[src/rtl/hazard_pkg.sv]
// Shared types and constants for the pipeline hazard controller and its helpers.
package hazard_pkg;

  typedef enum logic [1:0] {
    RUN      = 2'd0,
    BR_FLUSH = 2'd1,
    MEM_WAIT = 2'd2
  } hz_state_t;

  localparam logic [4:0] REG_ZERO = 5'd0;

  // True when an instruction actually reads src and src names the given destination.
  function automatic logic src_match(input logic uses, input logic [4:0] src,
                                     input logic [4:0] dst);
    return uses && (src == dst);
  endfunction

endpackage

[src/rtl/hazard_ctrl_if.sv]
// Signal bundle between the pipeline datapath (master) and the hazard controller (slave).
// With HAZARD_STATS_EN defined it also carries the 32-bit event counters.
interface hazard_ctrl_if;

  logic [4:0] rs1_ID;
  logic [4:0] rs2_ID;
  logic       uses_rs1_ID;
  logic       uses_rs2_ID;
  logic       MemRead_EX;
  logic [4:0] wrin_EX;
  logic       branch_taken_EX;
  logic       mem_busy;

  logic       PCWrite;
  logic       IF_ID_Write;
  logic       IF_ID_Flush;
  logic       ID_EX_Write;
  logic       ID_EX_Flush;
  logic       EX_MEM_Write;
  logic [1:0] state_o;
  logic       mem_timeout;

`ifdef HAZARD_STATS_EN
  logic [31:0] stall_cnt;
  logic [31:0] flush_cnt;
  logic [31:0] wait_cnt;
`endif

  modport master (
    output rs1_ID, rs2_ID, uses_rs1_ID, uses_rs2_ID,
    output MemRead_EX, wrin_EX, branch_taken_EX, mem_busy,
`ifdef HAZARD_STATS_EN
    input  stall_cnt, flush_cnt, wait_cnt,
`endif
    input  PCWrite, IF_ID_Write, IF_ID_Flush, ID_EX_Write, ID_EX_Flush,
    input  EX_MEM_Write, state_o, mem_timeout
  );

  modport slave (
    input  rs1_ID, rs2_ID, uses_rs1_ID, uses_rs2_ID,
    input  MemRead_EX, wrin_EX, branch_taken_EX, mem_busy,
`ifdef HAZARD_STATS_EN
    output stall_cnt, flush_cnt, wait_cnt,
`endif
    output PCWrite, IF_ID_Write, IF_ID_Flush, ID_EX_Write, ID_EX_Flush,
    output EX_MEM_Write, state_o, mem_timeout
  );

endinterface

[src/rtl/hazard_detect.sv]
// Combinational load-use compare: ID source registers against the EX load destination.
// Standalone so the forwarding unit can share the same register compare.
module hazard_detect
  import hazard_pkg::*;
(
  input  logic [4:0] rs1_ID,
  input  logic [4:0] rs2_ID,
  input  logic       uses_rs1_ID,
  input  logic       uses_rs2_ID,
  input  logic       MemRead_EX,
  input  logic [4:0] wrin_EX,
  output logic       luh
);

  logic [4:0] src [2];
  logic [1:0] uses;
  logic [1:0] hit;

  assign src[0]  = rs1_ID;
  assign src[1]  = rs2_ID;
  assign uses[0] = uses_rs1_ID;
  assign uses[1] = uses_rs2_ID;

  for (genvar gi = 0; gi < 2; gi++) begin : g_src
    assign hit[gi] = src_match(uses[gi], src[gi], wrin_EX);
  end

  // x0 is hardwired to zero, so a load targeting it never creates a dependency.
  assign luh = MemRead_EX && (wrin_EX != REG_ZERO) && (|hit);

endmodule

[src/rtl/hazard_ctrl.sv]
// hazard_ctrl: resolves load-use, taken-branch and data-memory-wait hazards at the ID/EX boundary.
// Define HAZARD_STATS_EN to add the stall/flush/wait event counters on the interface.
module hazard_ctrl
  import hazard_pkg::*;
#(
  parameter int FLUSH_CYCLES = 1,
  parameter int MAX_WAIT     = 16
) (
  input  logic         CLK,
  input  logic         RESET,
  hazard_ctrl_if.slave hz
);

  localparam logic [2:0] FLUSH_RELOAD = 3'(FLUSH_CYCLES - 1);
  localparam logic [7:0] WAIT_LIMIT   = 8'(MAX_WAIT);

  hz_state_t  state_reg, state_next;
  logic [2:0] flush_left_reg, flush_left_next;
  logic [7:0] wait_cnt_reg, wait_cnt_next;
  logic       timeout_reg, timeout_next;

  logic luh;
  logic freeze, flush_phase, flush_cont, branch_start, stall;
  logic pc_write, if_id_write, if_id_flush, id_ex_write, id_ex_flush, ex_mem_write;

  hazard_detect u_detect (
    .rs1_ID      (hz.rs1_ID),
    .rs2_ID      (hz.rs2_ID),
    .uses_rs1_ID (hz.uses_rs1_ID),
    .uses_rs2_ID (hz.uses_rs2_ID),
    .MemRead_EX  (hz.MemRead_EX),
    .wrin_EX     (hz.wrin_EX),
    .luh         (luh)
  );

  always_ff @(posedge CLK or posedge RESET) begin
    if (RESET) begin
      state_reg      <= RUN;
      flush_left_reg <= '0;
      wait_cnt_reg   <= '0;
      timeout_reg    <= 1'b0;
    end else begin
      state_reg      <= state_next;
      flush_left_reg <= flush_left_next;
      wait_cnt_reg   <= wait_cnt_next;
      timeout_reg    <= timeout_next;
    end
  end

  always_comb begin
    state_next      = state_reg;
    flush_left_next = flush_left_reg;
    wait_cnt_next   = wait_cnt_reg;
    timeout_next    = timeout_reg;

    // A freeze interrupting a flush keeps flush_left_reg, so the owed flushes resume on exit.
    flush_phase  = (state_reg == BR_FLUSH) ||
                   ((state_reg == MEM_WAIT) && (flush_left_reg != 3'd0));
    freeze       = hz.mem_busy;
    flush_cont   = !freeze && flush_phase;
    branch_start = !freeze && !flush_phase && hz.branch_taken_EX;
    stall        = !freeze && !flush_phase && !hz.branch_taken_EX && luh;

    if (freeze) begin
      state_next = MEM_WAIT;
      if (state_reg != MEM_WAIT) begin
        wait_cnt_next = 8'd1;
      end else if (wait_cnt_reg != 8'hFF) begin
        wait_cnt_next = wait_cnt_reg + 8'd1;
      end
    end else begin
      wait_cnt_next = '0;
      if (flush_cont) begin
        if (flush_left_reg <= 3'd1) begin
          state_next      = RUN;
          flush_left_next = '0;
        end else begin
          state_next      = BR_FLUSH;
          flush_left_next = flush_left_reg - 3'd1;
        end
      end else if (branch_start && (FLUSH_CYCLES > 1)) begin
        state_next      = BR_FLUSH;
        flush_left_next = FLUSH_RELOAD;
      end else begin
        state_next      = RUN;
        flush_left_next = '0;
      end
    end

    timeout_next = timeout_reg || (freeze && (wait_cnt_next >= WAIT_LIMIT));

    pc_write     = 1'b1;
    if_id_write  = 1'b1;
    if_id_flush  = 1'b0;
    id_ex_write  = 1'b1;
    id_ex_flush  = 1'b0;
    ex_mem_write = 1'b1;

    // Reset forces the pass-through controls regardless of inputs.
    if (!RESET) begin
      if (freeze) begin
        pc_write     = 1'b0;
        if_id_write  = 1'b0;
        id_ex_write  = 1'b0;
        ex_mem_write = 1'b0;
      end else if (flush_cont || branch_start) begin
        if_id_flush = 1'b1;
        id_ex_flush = 1'b1;
      end else if (stall) begin
        pc_write    = 1'b0;
        if_id_write = 1'b0;
        id_ex_flush = 1'b1;
      end
    end
  end

  assign hz.PCWrite      = pc_write;
  assign hz.IF_ID_Write  = if_id_write;
  assign hz.IF_ID_Flush  = if_id_flush;
  assign hz.ID_EX_Write  = id_ex_write;
  assign hz.ID_EX_Flush  = id_ex_flush;
  assign hz.EX_MEM_Write = ex_mem_write;
  assign hz.state_o      = state_reg;
  assign hz.mem_timeout  = timeout_reg;

`ifdef HAZARD_STATS_EN
  logic [31:0] stall_cnt_reg, flush_cnt_reg, freeze_cnt_reg;

  always_ff @(posedge CLK or posedge RESET) begin
    if (RESET) begin
      stall_cnt_reg  <= '0;
      flush_cnt_reg  <= '0;
      freeze_cnt_reg <= '0;
    end else begin
      if (stall)                      stall_cnt_reg  <= stall_cnt_reg + 32'd1;
      if (flush_cont || branch_start) flush_cnt_reg  <= flush_cnt_reg + 32'd1;
      if (freeze)                     freeze_cnt_reg <= freeze_cnt_reg + 32'd1;
    end
  end

  assign hz.stall_cnt = stall_cnt_reg;
  assign hz.flush_cnt = flush_cnt_reg;
  assign hz.wait_cnt  = freeze_cnt_reg;
`endif

endmodule

[src/flat_wrapper.sv]
// flat-port wrapper written by rule: the top's interface ports become plain ports
module hazard_ctrl_flat import hazard_pkg::*;
#(
  parameter int FLUSH_CYCLES = 1,
  parameter int MAX_WAIT     = 16
)
  (CLK, RESET, hz_rs1_ID, hz_rs2_ID, hz_uses_rs1_ID, hz_uses_rs2_ID, hz_MemRead_EX, hz_wrin_EX, hz_branch_taken_EX, hz_mem_busy, hz_PCWrite, hz_IF_ID_Write, hz_IF_ID_Flush, hz_ID_EX_Write, hz_ID_EX_Flush, hz_EX_MEM_Write, hz_state_o, hz_mem_timeout);
  hazard_ctrl_if hz_i ();
  input  logic CLK;
  input  logic RESET;
  input wire logic [$bits(hz_i.rs1_ID)-1:0] hz_rs1_ID;
  input wire logic [$bits(hz_i.rs2_ID)-1:0] hz_rs2_ID;
  input wire logic [$bits(hz_i.uses_rs1_ID)-1:0] hz_uses_rs1_ID;
  input wire logic [$bits(hz_i.uses_rs2_ID)-1:0] hz_uses_rs2_ID;
  input wire logic [$bits(hz_i.MemRead_EX)-1:0] hz_MemRead_EX;
  input wire logic [$bits(hz_i.wrin_EX)-1:0] hz_wrin_EX;
  input wire logic [$bits(hz_i.branch_taken_EX)-1:0] hz_branch_taken_EX;
  input wire logic [$bits(hz_i.mem_busy)-1:0] hz_mem_busy;
  output wire logic [$bits(hz_i.PCWrite)-1:0] hz_PCWrite;
  output wire logic [$bits(hz_i.IF_ID_Write)-1:0] hz_IF_ID_Write;
  output wire logic [$bits(hz_i.IF_ID_Flush)-1:0] hz_IF_ID_Flush;
  output wire logic [$bits(hz_i.ID_EX_Write)-1:0] hz_ID_EX_Write;
  output wire logic [$bits(hz_i.ID_EX_Flush)-1:0] hz_ID_EX_Flush;
  output wire logic [$bits(hz_i.EX_MEM_Write)-1:0] hz_EX_MEM_Write;
  output wire logic [$bits(hz_i.state_o)-1:0] hz_state_o;
  output wire logic [$bits(hz_i.mem_timeout)-1:0] hz_mem_timeout;
  assign hz_i.rs1_ID = hz_rs1_ID;
  assign hz_i.rs2_ID = hz_rs2_ID;
  assign hz_i.uses_rs1_ID = hz_uses_rs1_ID;
  assign hz_i.uses_rs2_ID = hz_uses_rs2_ID;
  assign hz_i.MemRead_EX = hz_MemRead_EX;
  assign hz_i.wrin_EX = hz_wrin_EX;
  assign hz_i.branch_taken_EX = hz_branch_taken_EX;
  assign hz_i.mem_busy = hz_mem_busy;
  assign hz_PCWrite = hz_i.PCWrite;
  assign hz_IF_ID_Write = hz_i.IF_ID_Write;
  assign hz_IF_ID_Flush = hz_i.IF_ID_Flush;
  assign hz_ID_EX_Write = hz_i.ID_EX_Write;
  assign hz_ID_EX_Flush = hz_i.ID_EX_Flush;
  assign hz_EX_MEM_Write = hz_i.EX_MEM_Write;
  assign hz_state_o = hz_i.state_o;
  assign hz_mem_timeout = hz_i.mem_timeout;
  hazard_ctrl #(.FLUSH_CYCLES(FLUSH_CYCLES), .MAX_WAIT(MAX_WAIT)) u_core (.CLK(CLK), .RESET(RESET), .hz(hz_i));
endmodule
[config.mk]
export PLATFORM = sky130hd
export DESIGN_NAME = hazard_ctrl_flat
export DESIGN_NICKNAME = d
export VERILOG_FILES = /design/src/rtl/hazard_pkg.sv /design/src/rtl/hazard_ctrl_if.sv /design/src/rtl/hazard_detect.sv /design/src/rtl/hazard_ctrl.sv /design/src/flat_wrapper.sv
export SDC_FILE = /design/constraint.sdc
export NUM_CORES = 1
export LEC_CHECK = 0
export CORE_MARGIN = 3
export CORE_UTILIZATION = 40
export DETAILED_ROUTE_END_ITERATION = 8
export GPL_TIMING_DRIVEN = 1
export PLACE_DENSITY = 0.82
export SETUP_SLACK_MARGIN = 0.02
export SYNTH_ARGS = -nofsm -noshare
export SYNTH_HDL_FRONTEND = slang
export SYNTH_SLANG_ARGS = --single-unit
export TNS_END_PERCENT = 5
[constraint.sdc]
create_clock -name CLK -period 1.8 [get_ports CLK]
set_clock_uncertainty 0.15 [all_clocks]
set_input_delay 0.27 -clock CLK [delete_from_list [all_inputs] [get_ports CLK]]
set_output_delay 0.27 -clock CLK [all_outputs]
set_load 0.05 [all_outputs]
* After elaboration in Yosys (flattened, before gate mapping) *
Index checks and enable logic that the tools add are counted.

cells by class
  add/subtract/negate cells = 2
  $lt $le $gt $ge = 2
  eq/ne operators = 6
  mux-type cells = 21
  reduce and logical (&&, ||, !) cells = 20

operators by type and width
  cell                                                               count
  two-way mux 8 bit                                                  3
  two-way mux 1 bit                                                  15
  logical AND 1 bit                                                  11
  equality test 5 bit                                                2
  adder 8 x 1 -> 8 bit, second input constant                        1
  greater-or-equal comparator 8 x 5 -> 1 bit, second input constant  1
  != test 8 bit, second input constant                               1
  two-way mux 3 bit                                                  2
  nonzero test 5 bit                                                 1
  <= comparator 3 x 1 -> 1 bit, second input constant                1
  logical NOT 1 bit                                                  3
  logical OR 1 bit                                                   3
  nonzero test 3 bit                                                 1
  subtractor 3 x 1 -> 3 bit, second input constant                   1
  equality test 2 x 1 -> 1 bit, second input constant                1
  equality test 2 bit, second input constant                         1
  two-way mux 2 bit                                                  1
  != test 2 bit, second input constant                               1
  OR reduction 2 bit                                                 1

word-level totals
  bits in registers = 14
  output and inout port bits = 9

* Depth between registers and ports, before layout *
  depth after elaboration = 11
  depth in mapped cells = 6
  mapped depth without buffers = 6

* By module *
Synthesis repeated with hierarchy kept, for this count alone.

unflattened totals
  cell total of the unflattened synthesis = 96
  area, all modules = 940.9 µm²

by module, submodules not included
  module         times used  cells an instance  area an instance (µm²)  seq. area each (µm²)
  hazard_ctrl    1           79                 807.0                   350.3
  hazard_detect  1           17                 133.9                   0.0

* Least setup slack after synthesis *
Ideal clock, no wire load.

  kind = input -> output
  start point = input port hz_wrin_EX[3]
  end point = output port hz_ID_EX_Flush
  data arrival time = 2.481 ns
  data required time = 1.380 ns
  slack = -1.101 ns
  stages = 4
  path buffers = 0
  path through = xor2_1 -> nor4_1 -> a32oi_1 -> o41ai_1

on the way
  cells in the longest elaborated chain, start to end = 9
  elaborated cells between the ends (all ways) = 13
  those cells by class = 2 x eq/ne; 4 x mux; 7 x reduce/logical

RTL lines
  item                 RTL line             RTL
  from (decl)          flat_wrapper.sv:16   input wire logic [$bits(hz_i.wrin_EX)-1:0] hz_wrin_EX;
  equality test 5 bit  hazard_pkg.sv:15     return uses && (src == dst);
  logical AND 1 bit    hazard_pkg.sv:15
  OR reduction 2 bit   hazard_detect.sv:29  assign luh = MemRead_EX && (wrin_EX != REG_ZERO) && (|hit);
  logical AND 1 bit *  hazard_detect.sv:29
  logical AND 1 bit *  hazard_ctrl.sv:62    stall = !freeze && !flush_phase && !hz.branch_taken_EX && luh;
  two-way mux 1 bit *  hazard_ctrl.sv:109   end else if (stall) begin
  two-way mux 1 bit *  hazard_ctrl.sv:106   end else if (flush_cont || branch_start) begin
  two-way mux 1 bit *  hazard_ctrl.sv:101   if (freeze) begin
  two-way mux 1 bit *  hazard_ctrl.sv:100   if (!RESET) begin
  to (decl)            flat_wrapper.sv:23   output wire logic [$bits(hz_i.ID_EX_Flush)-1:0] hz_ID_EX_Flush;

Mark *: on every way between the ends. The rest lies on a longest branch, timed or not.

* Worst setup path in the final report *
  start point = input port hz_wrin_EX[0]
  end point = output port hz_PCWrite

on the way
  cells in the longest elaborated chain, start to end = 9
  elaborated cells between the ends (all ways) = 13
  those cells by class = 2 x eq/ne; 4 x mux; 7 x reduce/logical

RTL lines
  item                 RTL line             RTL
  equality test 5 bit  hazard_pkg.sv:15
  logical AND 1 bit    hazard_pkg.sv:15
  OR reduction 2 bit   hazard_detect.sv:29
  logical AND 1 bit *  hazard_detect.sv:29
  logical AND 1 bit *  hazard_ctrl.sv:62
  two-way mux 1 bit *  hazard_ctrl.sv:109
  two-way mux 1 bit *  hazard_ctrl.sv:106
  two-way mux 1 bit *  hazard_ctrl.sv:101
  two-way mux 1 bit *  hazard_ctrl.sv:100
  to (decl)            flat_wrapper.sv:19   output wire logic [$bits(hz_i.PCWrite)-1:0] hz_PCWrite;

Marks and branches as above.

==> run summary <==
DETAILED ROUTING
------------------------------------------------------------------------------
Vias per cell                                                             5.61
Total number of vias                                                       970
DRC viols                                                                    0
Number of DRC markers in iteration 0                                        20
Wirelength, routed                                                     2600 µm
Iteration count of the initial detailed-routing pass                         4
Average wire per standard cell                                         15.0 µm
Antenna-violating nets left                                                  0

LOGIC SYNTHESIS
------------------------------------------------------------------------------
YS warnings                                                                  0
Cell count after synthesis                                                  96
Top FF cell, synth                                                sky130_fd_sc_hd__dfrtp_1
Mean cell area of the mapped netlist                                  9.58 µm²
Number of flops mapped to enable cells by yosys                              0
Mapped Area                                                            920 µm²
Number of flip-flops and latches in the synthesized netlist                 14
Most numerous cell types in the synthesized netlist               14 x sky130_fd_sc_hd__dfrtp_1, 8 x sky130_fd_sc_hd__inv_1, 8 x sky130_fd_sc_hd__xor2_1
Cell variety after synth                                                    40
Asr flop ratio synth                                                      100%
Number of nets produced by synthesis                                       122
Sequential share of the synthesized area                                 38.1%
Top cell type by total area after synthesis                       sky130_fd_sc_hd__dfrtp_1
Area share of the leading cell type in the synthesized netlist           38.1%
Top cells by area in the synthesized netlist                      sky130_fd_sc_hd__dfrtp_1 38%, sky130_fd_sc_hd__xor2_1 7.6%, sky130_fd_sc_hd__ha_1 5.4%, sky130_fd_sc_hd__xnor2_1 3.8%, sky130_fd_sc_hd__a31oi_1 3.4%
Top-count cell post-synth                                         sky130_fd_sc_hd__dfrtp_1

FINISH
------------------------------------------------------------------------------
Area growth syn-to-layout                                                64.4%
Number of filler cells placed in the layout                                154
Antenna diodes                                                               0
Number of flip-flops in the largest register                                 8
Layout net count                                                           173
Layout Cell Area excl Fill                                            1510 µm²
Proportion of layout cells with a drive suffix above 1                   39.0%

POWER AND IR DROP
------------------------------------------------------------------------------
Leakage power                                                      0.000736 µW
Share of total power in the clock network                                16.3%
Combinational fraction of design power                                   49.5%
Pwr/cell area                                                       762 nW/µm²
Max rail drop VDD                                                       598 µV
Sw frac                                                                  36.2%
Total chip power                                                       1150 µW
Power share of the sequential group                                      34.2%
Power Internal                                                          735 µW
Net Switching                                                           417 µW

GLOBAL ROUTING
------------------------------------------------------------------------------
Initial antenna violation count                                              0
Global route total overflow                                                  0
Via count of the first global-routing pass                                1028
Total GRT Usage                                                          20.0%
Pin count of the biggest net entering global routing                        15
Global-route wire length before repair                                 4230 µm

FLOORPLANNING
------------------------------------------------------------------------------
I/O pin count                                                               31
Effective utilization at floorplan                                       44.6%
FP Rows                                                                     16
Floorplan die area                                                    2910 µm²
Floorplan Core Area                                                   2060 µm²
Vertical die dimension                                                 54.0 µm
Floorplan die width                                                    54.0 µm

CLOCKING
------------------------------------------------------------------------------
Clock Pin Slew Worst Setup and Hold Paths                              0.09 ns
Total of hold buffers inserted after clock tree synthesis                    0
CTS tree                                                                  done
Insertion delay of the later-clocked pin in the worst-skew pair        0.28 ns
Total CTS buffers                                                            3
Number of H-tree levels                                                      1
Number of post-CTS setup repair buffers                                      0
Largest buffer count on any clock path                                       2
Count of clock tree sinks                                                   14
Root Driver                                                       sky130_fd_sc_hd__clkbuf_4

JOB
------------------------------------------------------------------------------
Total of max-cap violations                                                  0

PLACED DESIGN
------------------------------------------------------------------------------
Routability congestion estimate                                          0.729
Post-DP HPWL                                                           2030 µm
Area after detailed placement                                         1470 µm²
Number of I/O port buffers                                                  30

SETUP PATH
------------------------------------------------------------------------------
Worst path arrival time                                                1.73 ns
Type of the worst setup path                                      input pin to primary output
Type of element launching the critical path                          input pin
Largest driver fanout on the critical path                                   2
Worst endpoint required time                                           1.38 ns
Type of destination of the critical path                          primary output

TIMING
------------------------------------------------------------------------------
Final worst-path cycle share                                              119%
Rel. slew slack                                                          73.1%
Count of pins over their slew limit                                          0
Accumulated negative setup slack                                      -1.43 ns
Endpoints failing hold                                                      14
Top achievable clock speed                                             465 MHz
Setup Viol. Count Final                                                      5
Worst-margin pin slew                                                 0.399 ns
Final setup slack of the worst path                                  -0.349 ns
Final critical delay including setup and external delays               2.15 ns
Setup repair after global routing missed its margin                       true
Min Hold Slack                                                      -0.0326 ns

STATUS
------------------------------------------------------------------------------
Violations in the final reports                                   negative hold slack, negative setup slack
Run status                                                        complete, but fails checks

WORST HOLD PATH
------------------------------------------------------------------------------
Class of the tightest hold or removal check                       input pin to asynchronous set/reset pin

-- path summary, 6_finish.rpt --
check,start,endpoint,slack (ns),cells past startpoint
worst max-delay path,hz_wrin_EX[0],hz_PCWrite,-0.35,6
worst min-delay path,RESET,u_core.flush_left_reg[0],-0.03,3
worst max register to register,u_core.wait_cnt_reg[0],u_core.hz.mem_timeout,-0.07,5
worst min register to register,u_core.hz.mem_timeout,u_core.hz.mem_timeout,0.42,2
max in group asynchronous,RESET,u_core.wait_cnt_reg[0],1.35,3
min in group CLK,u_core.hz.mem_timeout,u_core.hz.mem_timeout,0.42,2
-- cell families after synthesis --
logic type | Yosys count | synth area share, %
xor gates and xnor gates | 12 | 11.4
muxes | 1 | 1.09
buffers and inverters | 11 | 5.31
AOI/OAI and AO/OA | 26 | 20.3
adders and majority gates | 4 | 5.44
DFF | 14 | 38.1
and+or+nand+nor | 28 | 18.4
-- worst max-delay path, cell delays in order --
cell                              delay [ns]
sky130_fd_sc_hd__clkdlybuf4s15_1        0.20
sky130_fd_sc_hd__xor2_1                 0.18
sky130_fd_sc_hd__nor4_2                 0.28
sky130_fd_sc_hd__a32oi_2                0.11
sky130_fd_sc_hd__o41a_4                 0.52
sky130_fd_sc_hd__buf_12                 0.16
-- cell type report --
cell class,instances,area [µm²],area share [%]
timing repair buffer,49,465,30.8
tap,27,33.8,2.24
clock buffer,4,26.3,1.74
sequential,14,353,23.3
multi-input combinational,71,603,39.9
inverter,8,30.0,1.99
-- layer usage --
layer  wire length (µm)  up-vias  track usage [%]  part of all wire [%]
li1                   -      452                -                     -
met1               1010      465             22.0                    39
met2               1320       47             34.7                    51
met3                208        6             5.82                   8.0
met4                 59        0             9.79                   2.3
met5                  0        -                0                     0
-- metrics by stage --
| stage | setup slack, ns | util (%) | instances | hold WS, ns |
|---|---|---|---|---|
| finish | -0.349 | 73.3 | 173 | -0.0326 |
| global route | -0.421 | 73.3 | 173 | 0.00136 |
| CTS | -0.466 | 72.7 | 173 | 0.317 |
| detailed placement | -0.708 | 71.5 | 169 | 0.403 |
| global placement | -0.655 | 71.5 | 169 | 0.395 |
| floorplan | -0.212 | - | 96 | 0.0173 |
-- layout by cell type, fill, tap and decap left out, types with 4 or more instances in the layout --
master / count
sky130_fd_sc_hd__buf_4: 21
sky130_fd_sc_hd__o21ai_0: 4
sky130_fd_sc_hd__xor2_1: 8
sky130_fd_sc_hd__nor2_1: 6
sky130_fd_sc_hd__buf_12: 6
sky130_fd_sc_hd__xnor2_1: 4
sky130_fd_sc_hd__inv_1: 6
sky130_fd_sc_hd__clkbuf_2: 6
sky130_fd_sc_hd__dfrtp_1: 12
sky130_fd_sc_hd__a31oi_1: 5
sky130_fd_sc_hd__clkdlybuf4s50_1: 6
-- repair_timing --
item	4_1_cts	5_1_grt
pin swaps	6	9
hold endpoints to repair	0	0
gates resized for setup	22	21
setup endpoints to repair	5	8
-- power groups by stage --
stage                     combinational (µW)  clock (µW)  sequential [µW]
final                                    570         188              394
after detailed placement                 550           0              396
after CTS                                542         196              389
after floorplan                          272           0              421
after global placement                   514           0              392
after global routing                     625         211              401
Power figures use the tool's default switching activity.
